[src/rtl/fetch_queue.sv]
// Instruction-fetch stage: sequential PC generation, one-deep memory pipeline,
// and a small in-order FIFO handed to decode over valid/ready.
module fetch_queue #(
  parameter int DEPTH   = 4,
  parameter int IMEM_AW = 6,
  parameter int PC_W    = 16
) (
  input  logic                       clk,
  input  logic                       rst_n,
  input  logic                       lock,
  input  logic                       redirect_valid,
  input  logic [PC_W-1:0]            redirect_pc,
  output logic                       imem_req,
  output logic [IMEM_AW-1:0]         imem_addr,
  input  logic [31:0]                imem_rdata,
  output logic                       inst_valid,
  input  logic                       inst_ready,
  output logic [31:0]                inst_data,
  output logic [PC_W-1:0]            inst_pc,
  output logic [$clog2(DEPTH):0]     fifo_count
);

  localparam int PTR_W = $clog2(DEPTH);
  localparam int CNT_W = PTR_W + 1;

  logic [PC_W-1:0]  fetch_pc;
  logic [PC_W-1:0]  req_pc;
  logic             inflight;
  logic             tag;
  logic             epoch;
  logic [PTR_W-1:0] wr_ptr;
  logic [PTR_W-1:0] rd_ptr;
  logic [CNT_W-1:0] count;

  logic [31:0]      data_mem [DEPTH];
  logic [PC_W-1:0]  pc_mem   [DEPTH];

  logic [CNT_W:0]   occupancy;
  logic             credit_ok;
  logic             issue;
  logic             push;
  logic             pop;
  logic             unused_redirect_lsbs;

  assign unused_redirect_lsbs = ^redirect_pc[1:0];

  // Credits cover both stored entries and the one read still in flight,
  // so a response always has a slot waiting for it.
  assign occupancy = {1'b0, count} + {{CNT_W{1'b0}}, inflight};
  assign credit_ok = occupancy < (CNT_W+1)'(DEPTH);

  assign issue = rst_n && lock && !redirect_valid && credit_ok;
  assign push  = lock && !redirect_valid && inflight && (tag == epoch);
  assign pop   = lock && !redirect_valid && (count != '0) && inst_ready;

  assign imem_req   = issue;
  assign imem_addr  = fetch_pc[IMEM_AW+1:2];
  assign inst_valid = (count != '0);
  assign inst_data  = data_mem[rd_ptr];
  assign inst_pc    = pc_mem[rd_ptr];
  assign fifo_count = count;

  always_ff @(posedge clk or negedge rst_n) begin
    if (!rst_n) begin
      fetch_pc <= '0;
      req_pc   <= '0;
      inflight <= 1'b0;
      tag      <= 1'b0;
      epoch    <= 1'b0;
      wr_ptr   <= '0;
      rd_ptr   <= '0;
      count    <= '0;
    end else if (lock) begin
      if (redirect_valid) begin
        fetch_pc <= {redirect_pc[PC_W-1:2], 2'b00};
        inflight <= 1'b0;
        epoch    <= ~epoch;
        wr_ptr   <= '0;
        rd_ptr   <= '0;
        count    <= '0;
      end else begin
        inflight <= issue;
        if (issue) begin
          req_pc   <= fetch_pc;
          tag      <= epoch;
          fetch_pc <= fetch_pc + PC_W'(4);
        end
        if (push) wr_ptr <= wr_ptr + PTR_W'(1);
        if (pop)  rd_ptr <= rd_ptr + PTR_W'(1);
        case ({push, pop})
          2'b10:   count <= count + CNT_W'(1);
          2'b01:   count <= count - CNT_W'(1);
          default: count <= count;
        endcase
      end
    end
  end

  // Storage is reset so the head outputs read zero out of reset.
  always_ff @(posedge clk or negedge rst_n) begin
    if (!rst_n) begin
      for (int i = 0; i < DEPTH; i++) begin
        data_mem[i] <= '0;
        pc_mem[i]   <= '0;
      end
    end else if (push) begin
      data_mem[wr_ptr] <= imem_rdata;
      pc_mem[wr_ptr]   <= req_pc;
    end
  end

endmodule
[config.mk]
export PLATFORM = sky130hd
export DESIGN_NAME = fetch_queue
export DESIGN_NICKNAME = d
export VERILOG_FILES = /design/src/rtl/fetch_queue.sv
export SDC_FILE = /design/constraint.sdc
export NUM_CORES = 1
export LEC_CHECK = 0
export ABC_AREA = 1
export CAP_MARGIN = 0
export CORE_ASPECT_RATIO = 1.1
export CORE_UTILIZATION = 44
export DETAILED_ROUTE_END_ITERATION = 12
export GPL_TIMING_DRIVEN = 0
export PLACE_DENSITY = 0.71
export SLEW_MARGIN = 5
export SYNTH_ARGS = -nofsm -noshare
export SYNTH_HDL_FRONTEND = slang
export SYNTH_SLANG_ARGS = --single-unit
[constraint.sdc]
create_clock -name clk -period 2.55 [get_ports clk]
set_input_delay 0.51 -clock clk [delete_from_list [all_inputs] [get_ports clk]]
set_output_delay 0.51 -clock clk [all_outputs]
set_load 0.01 [all_outputs]
Word-level counts from Yosys, hierarchy flattened
Index checks and enable logic that the tools add are counted.
{"block": "word_totals", "regBits": 234, "input_bits": 53, "out_inout_bits": 59}
{"block": "classes", "n_addsub": 6, "n_lt_le_gt_ge": 4, "eq_ne": 3, "mux": 21, "bitwise_logic": 4, "reduce_logical": 21}
{"op": "bitwise mux 128 bit", "count": 1}
{"op": "2-to-1 mux 32 bit", "count": 3}
{"op": "2-to-1 mux 16 bit", "count": 5}
{"op": "binary-select mux 32 bit (select 2 bit)", "count": 1}
{"op": "bitwise mux 64 bit", "count": 1}
{"op": "demux 32 bit (select 2 bit)", "count": 1}
{"op": "binary-select mux 16 bit (select 2 bit)", "count": 1}
{"op": "demux 16 bit (select 2 bit)", "count": 1}
{"op": "adder 16 x 3 -> 16 bit (second input constant)", "count": 1}
{"op": "AND reduction 2 bit", "count": 5}
{"op": "logical AND 1 bit", "count": 9}
{"op": "2-to-1 mux 2 bit", "count": 4}
{"op": "greater-or-equal comparator 3 bit (second input constant)", "count": 2}
{"op": "inverter 2 -> 3 bit", "count": 2}
{"op": "case mux 3 bit (2 select lines)", "count": 1}
{"op": "nonzero test 2 bit", "count": 3}
{"op": "nonzero test 3 bit", "count": 2}
{"op": "adder 2 x 1 -> 2 bit (second input constant)", "count": 2}
{"op": "adder 3 x 1 -> 4 bit", "count": 1}
{"op": "less-than comparator 4 x 3 -> 1 bit (second input constant)", "count": 1}
{"op": "adder 3 x 1 -> 3 bit (second input constant)", "count": 1}
{"op": "less-than comparator 3 x 1 -> 1 bit (second input constant)", "count": 1}
{"op": "2-to-1 mux 3 bit", "count": 1}
{"op": "AND reduction 3 bit", "count": 1}
{"op": "7 further kinds", "count": 8}

Longest topological paths before layout
Gate-level depths: netlist (run 1).
{"block": "logic_depth", "depth_word": 7, "mapped_depth": 14, "mapped_depth_nobuf": 13}

Worst setup path after synthesis (run 1)
No wires, ideal clock.
{"block": "synth_timing", "path_kind": "reg-to-output", "from": "reg rd_ptr[0]", "to": "out inst_data[25]", "t_arrival_ns": 1.414, "setup_slack_ns": 0.626, "path_stages_with_launch": 7, "n_path_buf": 3, "cell_sequence": "dfrtp_1 clkbuf_1 inv_1 buf_2 buf_1 nor2_1 o22ai_1"}
{"block": "synth_via", "elab_chain_len": 4}
{"item": "start, declared", "line_no": "32", "source": "logic [PTR_W-1:0] rd_ptr;"}
{"item": "start signal, assigned", "line_no": "89", "source": "if (pop) rd_ptr <= rd_ptr + PTR_W'(1);"}
{"item": "inverter 2 -> 3 bit (implied by the code)", "line_no": "59", "source": "assign inst_data = data_mem[rd_ptr];"}
{"item": "binary-select mux 32 bit (select 2 bit)", "line_no": "59"}
{"item": "2-to-1 mux 32 bit (implied by the code) (2 in a row)", "line_no": "59"}
{"item": "end, declared", "line_no": "18", "source": "output logic [31:0] inst_data,"}
No other way between the ends. The select of a mux whose other input is x is not followed.

Final worst setup path (run 1)
{"block": "layout_timing", "from": "reg rd_ptr[0]", "to": "out inst_data[12]"}
Same word-level chain as after synthesis.

==> out/results.tsv, run 1 <==
stage	metric	value	unit
power	Seq pwr share	42.6	%
sta	clk_skew	0.0107	ns
global_route	vias in the first global route	7516	
routing	met3 WL	1140	um
placed_design	post-place setup slack	-0.993	ns
power	Clk pwr share	28.7	%
die	Starting Density	44.7	%
hold_path	type of the worst min-delay path	in -> async	
sta	Setup-failing EPs final	0	
die	die footprint	23800	um2
final_layout	synth-to-layout area growth	25.1	%
synthesis	Avg Cell Area, Syn	11.2	um2
clocking	clock sinks	222	
critical_path	CP startpoint kind	register	
clocking	H-Tree Depth	1	
critical_path	crit-path max FO	10	
power	Comb power frac	28.7	%
routing	1st-pass router iterations	5	
final_layout	nets	1119	
sta	fmax	400	MHz
routing	met2 routed WL	11700	um
power	Pleak	6.24	nW
sta	crit share post-route	98.1	%
critical_path	worst r2r src	epoch	
synthesis	Post-Syn Area	10200	um2
critical_path	Most Frequent Cell on Critical Path	clkbuf_8	
power	Final Power	0.0108	W
synthesis	yosys warns	0	
critical_path	Critical R2R Capture	pc_mem[13]	
final_layout	layout cells sized above 1	24.4	%
placed_design	dpl hpwl	15500	um
critical_path	Critical Path RT	2.04	ns
final_layout	Filler Cell Count	1990	
clocking	Clock Pin Slew Worst Setup and Hold Paths	0.06	ns
die	die width	147	um
clocking	CTS tree	built	
global_route	largest net degree at the start of global routing	58	
synthesis	post-synth cell types	32	
routing	count of unresolved DRC violations after routing	0	
die	Core ar.	22900	um2
critical_path	FF-to-FF setup slack	0.69	ns
routing	Highest Signal Layer	met4	
final_layout	number of antenna diodes	0	
routing	post-DR wirelength/cell	17.9	um
synthesis	Seq/Total Area, Yosys	54.4	%
power	internal power	0.00744	W
sta	Worst Setup Slack, final	0.0479	ns
critical_path	CP max stage delay	0.42	ns
power	VDD IR-drop max	0.376	mV
clocking	clock tree buffer depth	3	
die	Site Rows	58	
synthesis	Syn Inst Count	911	
synthesis	Synth Register Bits	222	
final_layout	fin area	12800	um2
routing	via count	7331	
routing	Vias per Instance	5.34	
clocking	CTS root buffer	clkbuf_16	
placed_design	IO buf count	107	
power	sw frac	31.2	%
critical_path	CP endpoint kind	output port	
critical_path	WP buf/inv	5	
routing	DRT iter0 DRCs	338	
sta	final slew viol count	0	
critical_path	Critical path origin	rd_ptr[0]	
clocking	worst-skew pair later-pin latency	0.49	ns
placed_design	GP Congestion	0.840	
critical_path	Critical Path Stages	7	
critical_path	crit path cell chain	clkbuf_8, inv_8, buf_12, clkbuf_8, nor2_1, o22ai_1, dlygate4sd2_1	
die	Die Height	162	um
global_route	Total GRT Usage	21.5	%
critical_path	crit path capture	inst_data[12]	
critical_path	critical path's slowest cell	dfrtp_1	
critical_path	Arrival @ worst endpoint	1.99	ns
sta	Final min period	2.50	ns
global_route	grt total ovfl	0	
power	PwrDens	846	nW/um2
critical_path	delay-heaviest family, CP	buffers and inverters	
routing	WL met1	11200	um
global_route	antenna violations before repair	0	
global_route	global-route wire length before repair	40500	um
routing	final wirelength	24600	um
power	P_sw	0.00337	W
placed_design	dpl cell area	11700	um2
critical_path	CP Class	reg -> out	
final_layout	most frequent cells in the layout	dfrtp_1, nor2_1, o21ai_0	
flow_run	max-cap viol count	0	
routing	antenna-violating nets left	0	
final_layout	most common cell after layout, fill and taps aside	dfrtp_1	
clocking	Num CTS Buffers	23	
outcome	status	finished, final reports clean	
die	I/O Pins	112	
sta	Final Hold Vio Count	0	
critical_path	FF-to-FF path depth	8	
state kept, by name, summed over array words and instances, names as in the netlist, 2 cells and up:
name	flops
data_mem	128
fetch_pc	14
fifo_count	3
pc_mem	56
rd_ptr	2
req_pc	14
wr_ptr	2
kinds of logic after synthesis:
group / share of synthesized area, %
flip-flops: 54.4
AND/OR/NAND/NOR: 8.66
AO/OA/AOI/OAI: 9.97
multiplexers: 20.3
buffers and inverters: 5.08
XOR/XNOR: 0.857
adder cells (fa/ha/maj): 0.735
other: 0.0367
per-layer routing:
metal | global-route usage (%) | vias up
met5 | 0 | -
met3 | 2.78 | 42
met4 | 6.51 | 0
met2 | 36.1 | 177
li1 | - | 3475
met1 | 29.0 | 3637
final cells by class:
| type | count | area (um2) | share of cell area, % |
|---|---|---|---|
| buffer | 62 | 553 | 4.33 |
| clock buffer | 35 | 661 | 5.17 |
| clock inverter | 4 | 20.0 | 0.157 |
| inverter | 33 | 134 | 1.05 |
| multi-input combinational | 595 | 4190 | 32.8 |
| sequential | 222 | 5560 | 43.5 |
| tap | 300 | 375 | 2.94 |
| timing repair buffer | 123 | 1290 | 10.1 |
synthesized netlist by cell type, drive strengths merged:
master	count	area share, %
dfrtp	222	54
ha	6	0.73
a22oi	1	0.074
xnor2	2	0.17
nor2	121	5.2
nand2	65	2.4
o22ai	52	3.2
o21bai	1	0.074
nand3	11	0.64
conb	1	0.037
xor2	8	0.69
mux2	184	20
a31oi	2	0.12
a2bb2oi	1	0.086
nand4	3	0.18
a21oi	2	0.098
a22o	1	0.086
inv	33	1.2
o21ai	126	6.2
o211ai	1	0.074
buf	31	2.7
clkbuf	31	1.1
nor3	6	0.29
worst register-to-register path: stages (launching register included):
cell	delay [ns]
dfrtp_1	0.34
inv_1	0.07
nand2_1	0.06
nand2_1	0.08
nor2_4	0.20
inv_4	0.14
nor2_8	0.27
buf_6	0.23
mux2_2	0.35
worst min path at each step:
stage	cells after the start	to	slack (ns)
6_report	1	data_mem[85]	0.03
5_1_grt	1	data_mem[53]	0.03
4_1_cts	1	data_mem[87]	0.02
3_5_place_dp	1	pc_mem[22]	0.47
3_3_place_gp	1	pc_mem[27]	0.46
2_1_floorplan	0	data_mem[0]	0.21
per-stage QoR:
stage,setup TNS [ns],utilization (%),instances,hold slack (ns)
6_report,0,55.9,1374,0.0267
5_1_grt,-0.00706,55.9,1374,0.0341
4_1_cts,0,55.9,1374,0.0181
3_5_place_dp,-51.36,51.2,1320,0.470
3_3_place_gp,-2163.48,51.0,1319,0.461
2_1_floorplan,0,-,912,0.214
power by group through the flow:
stage                     sequential, W  clock, W  combinational, W
final                           0.00461   0.00310           0.00310
after global routing            0.00471   0.00327           0.00341
after CTS                       0.00460   0.00314           0.00312
after detailed placement        0.00466         0           0.00311
after global placement          0.00464         0           0.00306
after floorplan                 0.00454         0           0.00171
timing repair:
action,CTS,global route
hold buffers,4,0
endpoints found under the hold margin,53,0
cloned,6,0
gates resized for setup,169,52
pin swaps,10,1
setup buffers,5,0
setup endpoints to repair,47,40
(Power assumes the default switching activity.)
==> inputs of run 2 (changes only) <==
HOLD_SLACK_MARGIN = 0.08   (was default)
==> run 2 against run 1 <==
- design area is 0.41% higher
- register-to-register slack about the same
- combinational power about the same
- via count is 0.64% higher
- sequential share of layout area decreased by 0.18 points
- clock skew is 0.00066 ns higher
- non-clock buffer count is 3 higher
- wire length about the same
- largest cell class unchanged
==> out/results.tsv, run 2 (same netlist as run 1, synthesis figures left out) <==
stage	metric	value	unit	change
final_layout	Largest regs	data_mem (128), pc_mem (56)		
flow_run	max-cap viol count	0		unchanged
sta	RSZ-0062 raised after global routing	true		
die	Site Rows	58		unchanged
clocking	CTS tree	built		
final_layout	Reg with most FFs	data_mem		
global_route	vias in the first global route	7537		+0.28%
die	Core ar.	22900	um2	unchanged
final_layout	Filler Cell Count	1987		-0.15%
final_layout	layout cells sized above 1	24.3	%	-0.068 points
critical_path	Critical Path RT	2.04	ns	about the same
global_route	largest net degree at the start of global routing	58		unchanged
final_layout	number of flip-flops in the largest register	128		unchanged
sta	final slew viol count	0		unchanged
power	VDD IR-drop max	0.376	mV	about the same
critical_path	crit-path max FO	10		unchanged
critical_path	Arrival @ worst endpoint	2.00	ns	about the same
routing	DRT iter0 DRCs	311		-8.0%
clocking	H-Tree Depth	1		unchanged
routing	via count	7378		+0.64%
final_layout	most common cell after layout, fill and taps aside	dfrtp_1		
routing	met2 routed WL	11800	um	+0.45%
global_route	global-route wire length before repair	40600	um	+0.15%
routing	final wirelength	24600	um	about the same
sta	fmax	399	MHz	-0.26%
routing	post-DR wirelength/cell	17.9	um	-0.23%
routing	Vias per Instance	5.36		+0.42%
final_layout	most frequent cells in the layout	dfrtp_1, nor2_1, o21ai_0		
routing	1st-pass router iterations	4		-1
sta	clk_skew	0.0114	ns	+0.000665 ns
clocking	clock tree buffer depth	3		unchanged
clocking	Clock Pin Slew Worst Setup and Hold Paths	0.06	ns	about the same
outcome	status	finished, final reports clean		
routing	Highest Signal Layer	met4		
final_layout	sequential cell area	5560	um2	unchanged
routing	count of unresolved DRC violations after routing	0		unchanged
placed_design	dpl hpwl	15500	um	unchanged
final_layout	synth-to-layout area growth	25.6	%	
final_layout	fin area	12800	um2	+0.41%
routing	antenna-violating nets left	0		unchanged
sta	Final Hold Vio Count	0		unchanged
global_route	antenna violations before repair	0		unchanged
placed_design	dpl cell area	11700	um2	unchanged
die	Die Height	162	um	unchanged
sta	crit share post-route	98.4	%	+0.26 points
sta	Setup TNS	0	ns	unchanged
sta	Setup-failing EPs final	0		unchanged
clocking	clock sinks	222		unchanged
critical_path	CP endpoint kind	output port		
routing	WL met1	11000	um	-1.2%
critical_path	CP startpoint kind	register		
global_route	grt total ovfl	0		unchanged
final_layout	nets	1122		+0.27%
final_layout	area occupied by multi-input gates	4190	um2	unchanged
global_route	Total GRT Usage	21.5	%	about the same
power	Pleak	6.26	nW	+0.34%
die	I/O Pins	112		unchanged
die	die width	147	um	unchanged
placed_design	GP Congestion	0.840		unchanged
power	Final Power	0.0108	W	+0.12%
placed_design	IO buf count	107		unchanged
critical_path	FF-to-FF path depth	8		unchanged
sta	Final min period	2.51	ns	+0.00659 ns
die	die footprint	23800	um2	unchanged
power	PwrDens	843	nW/um2	-0.29%
routing	met3 WL	1190	um	+4.2%
clocking	Num CTS Buffers	23		unchanged
final_layout	number of antenna diodes	0		unchanged
critical_path	CP Class	reg -> out		
clocking	CTS root buffer	clkbuf_16		
hold_path	type of the worst min-delay path	in -> async		
clocking	worst-skew pair later-pin latency	0.49	ns	about the same
die	Starting Density	44.7	%	unchanged
## run 2: cell count changes in the layout (fill, tap and decap cells not counted)
cell and change:
dlygate4sd3_1 +2, buf_16 +1, clkbuf_2 -1, clkdlybuf4s15_1 +1
## run 2: layout make-up
| type | instances | share of cell area (%) |
|---|---|---|
| inverters | 33 | 1.04 |
| multi-input cells | 595 | 32.6 |
| flip-flops and latches | 222 | 43.3 |
| well taps | 300 | 2.93 |
| clock inverters | 4 | 0.156 |
| repair buffers | 126 | 10.5 |
| plain buffers | 62 | 4.31 |
| clock buffers | 35 | 5.15 |
## run 2: per-stage QoR
step	cells	setup WS [ns]	hold WS, ns	util, %
6_report	1377	0.0413	0.105	56.1
4_1_cts	1377	0.00387	0.108	56.1
5_1_grt	1377	-0.00706	0.110	56.1
3_3_place_gp	1319	-8.68	0.461	51.0
2_1_floorplan	912	0.626	0.214	-
3_5_place_dp	1320	-0.993	0.470	51.2
## run 2: worst max-delay path, cell delays in order, from the launching register on
cell             delay, ns
dfrtp_1               0.42
clkbuf_8              0.18
inv_8                 0.08
buf_12                0.13
clkbuf_8              0.18
nor2_1                0.05
o22ai_1               0.21
clkdlybuf4s15_1       0.27
## run 2: repair_timing
item / in CTS / in global routing
hold endpoints to repair: 108 / 0
hold buffers: 7 / 0
setup endpoints to repair: 47 / 40
buffers inserted: 5 / 0
resized for setup: 169 / 51
pin swaps: 10 / 1
gates cloned: 6 / 0
## run 2: power breakdown
part	internal, W	switching (W)
clock network	0.00177	0.00133
logic	0.00148	0.00163
registers	0.00419	0.000415
total	0.00745	0.00337
## run 2: worst paths after layout
path                                startpoint  slack [ns]       endpoint
worst max-delay path                 rd_ptr[0]        0.04  inst_data[18]
min in group clk                redirect_valid        0.45          epoch
worst min-delay path                     rst_n        0.11   data_mem[99]
worst min register to register    data_mem[93]        0.48   data_mem[93]
max in group asynchronous                rst_n        1.69      req_pc[2]
worst max register to register           epoch        0.69     pc_mem[13]
## run 2: routing by layer
layer | GRT usage [%] | up-vias
li1 | - | 3475
met1 | 29.0 | 3672
met2 | 36.1 | 186
met3 | 2.78 | 45
met4 | 6.70 | 0
met5 | 0 | -
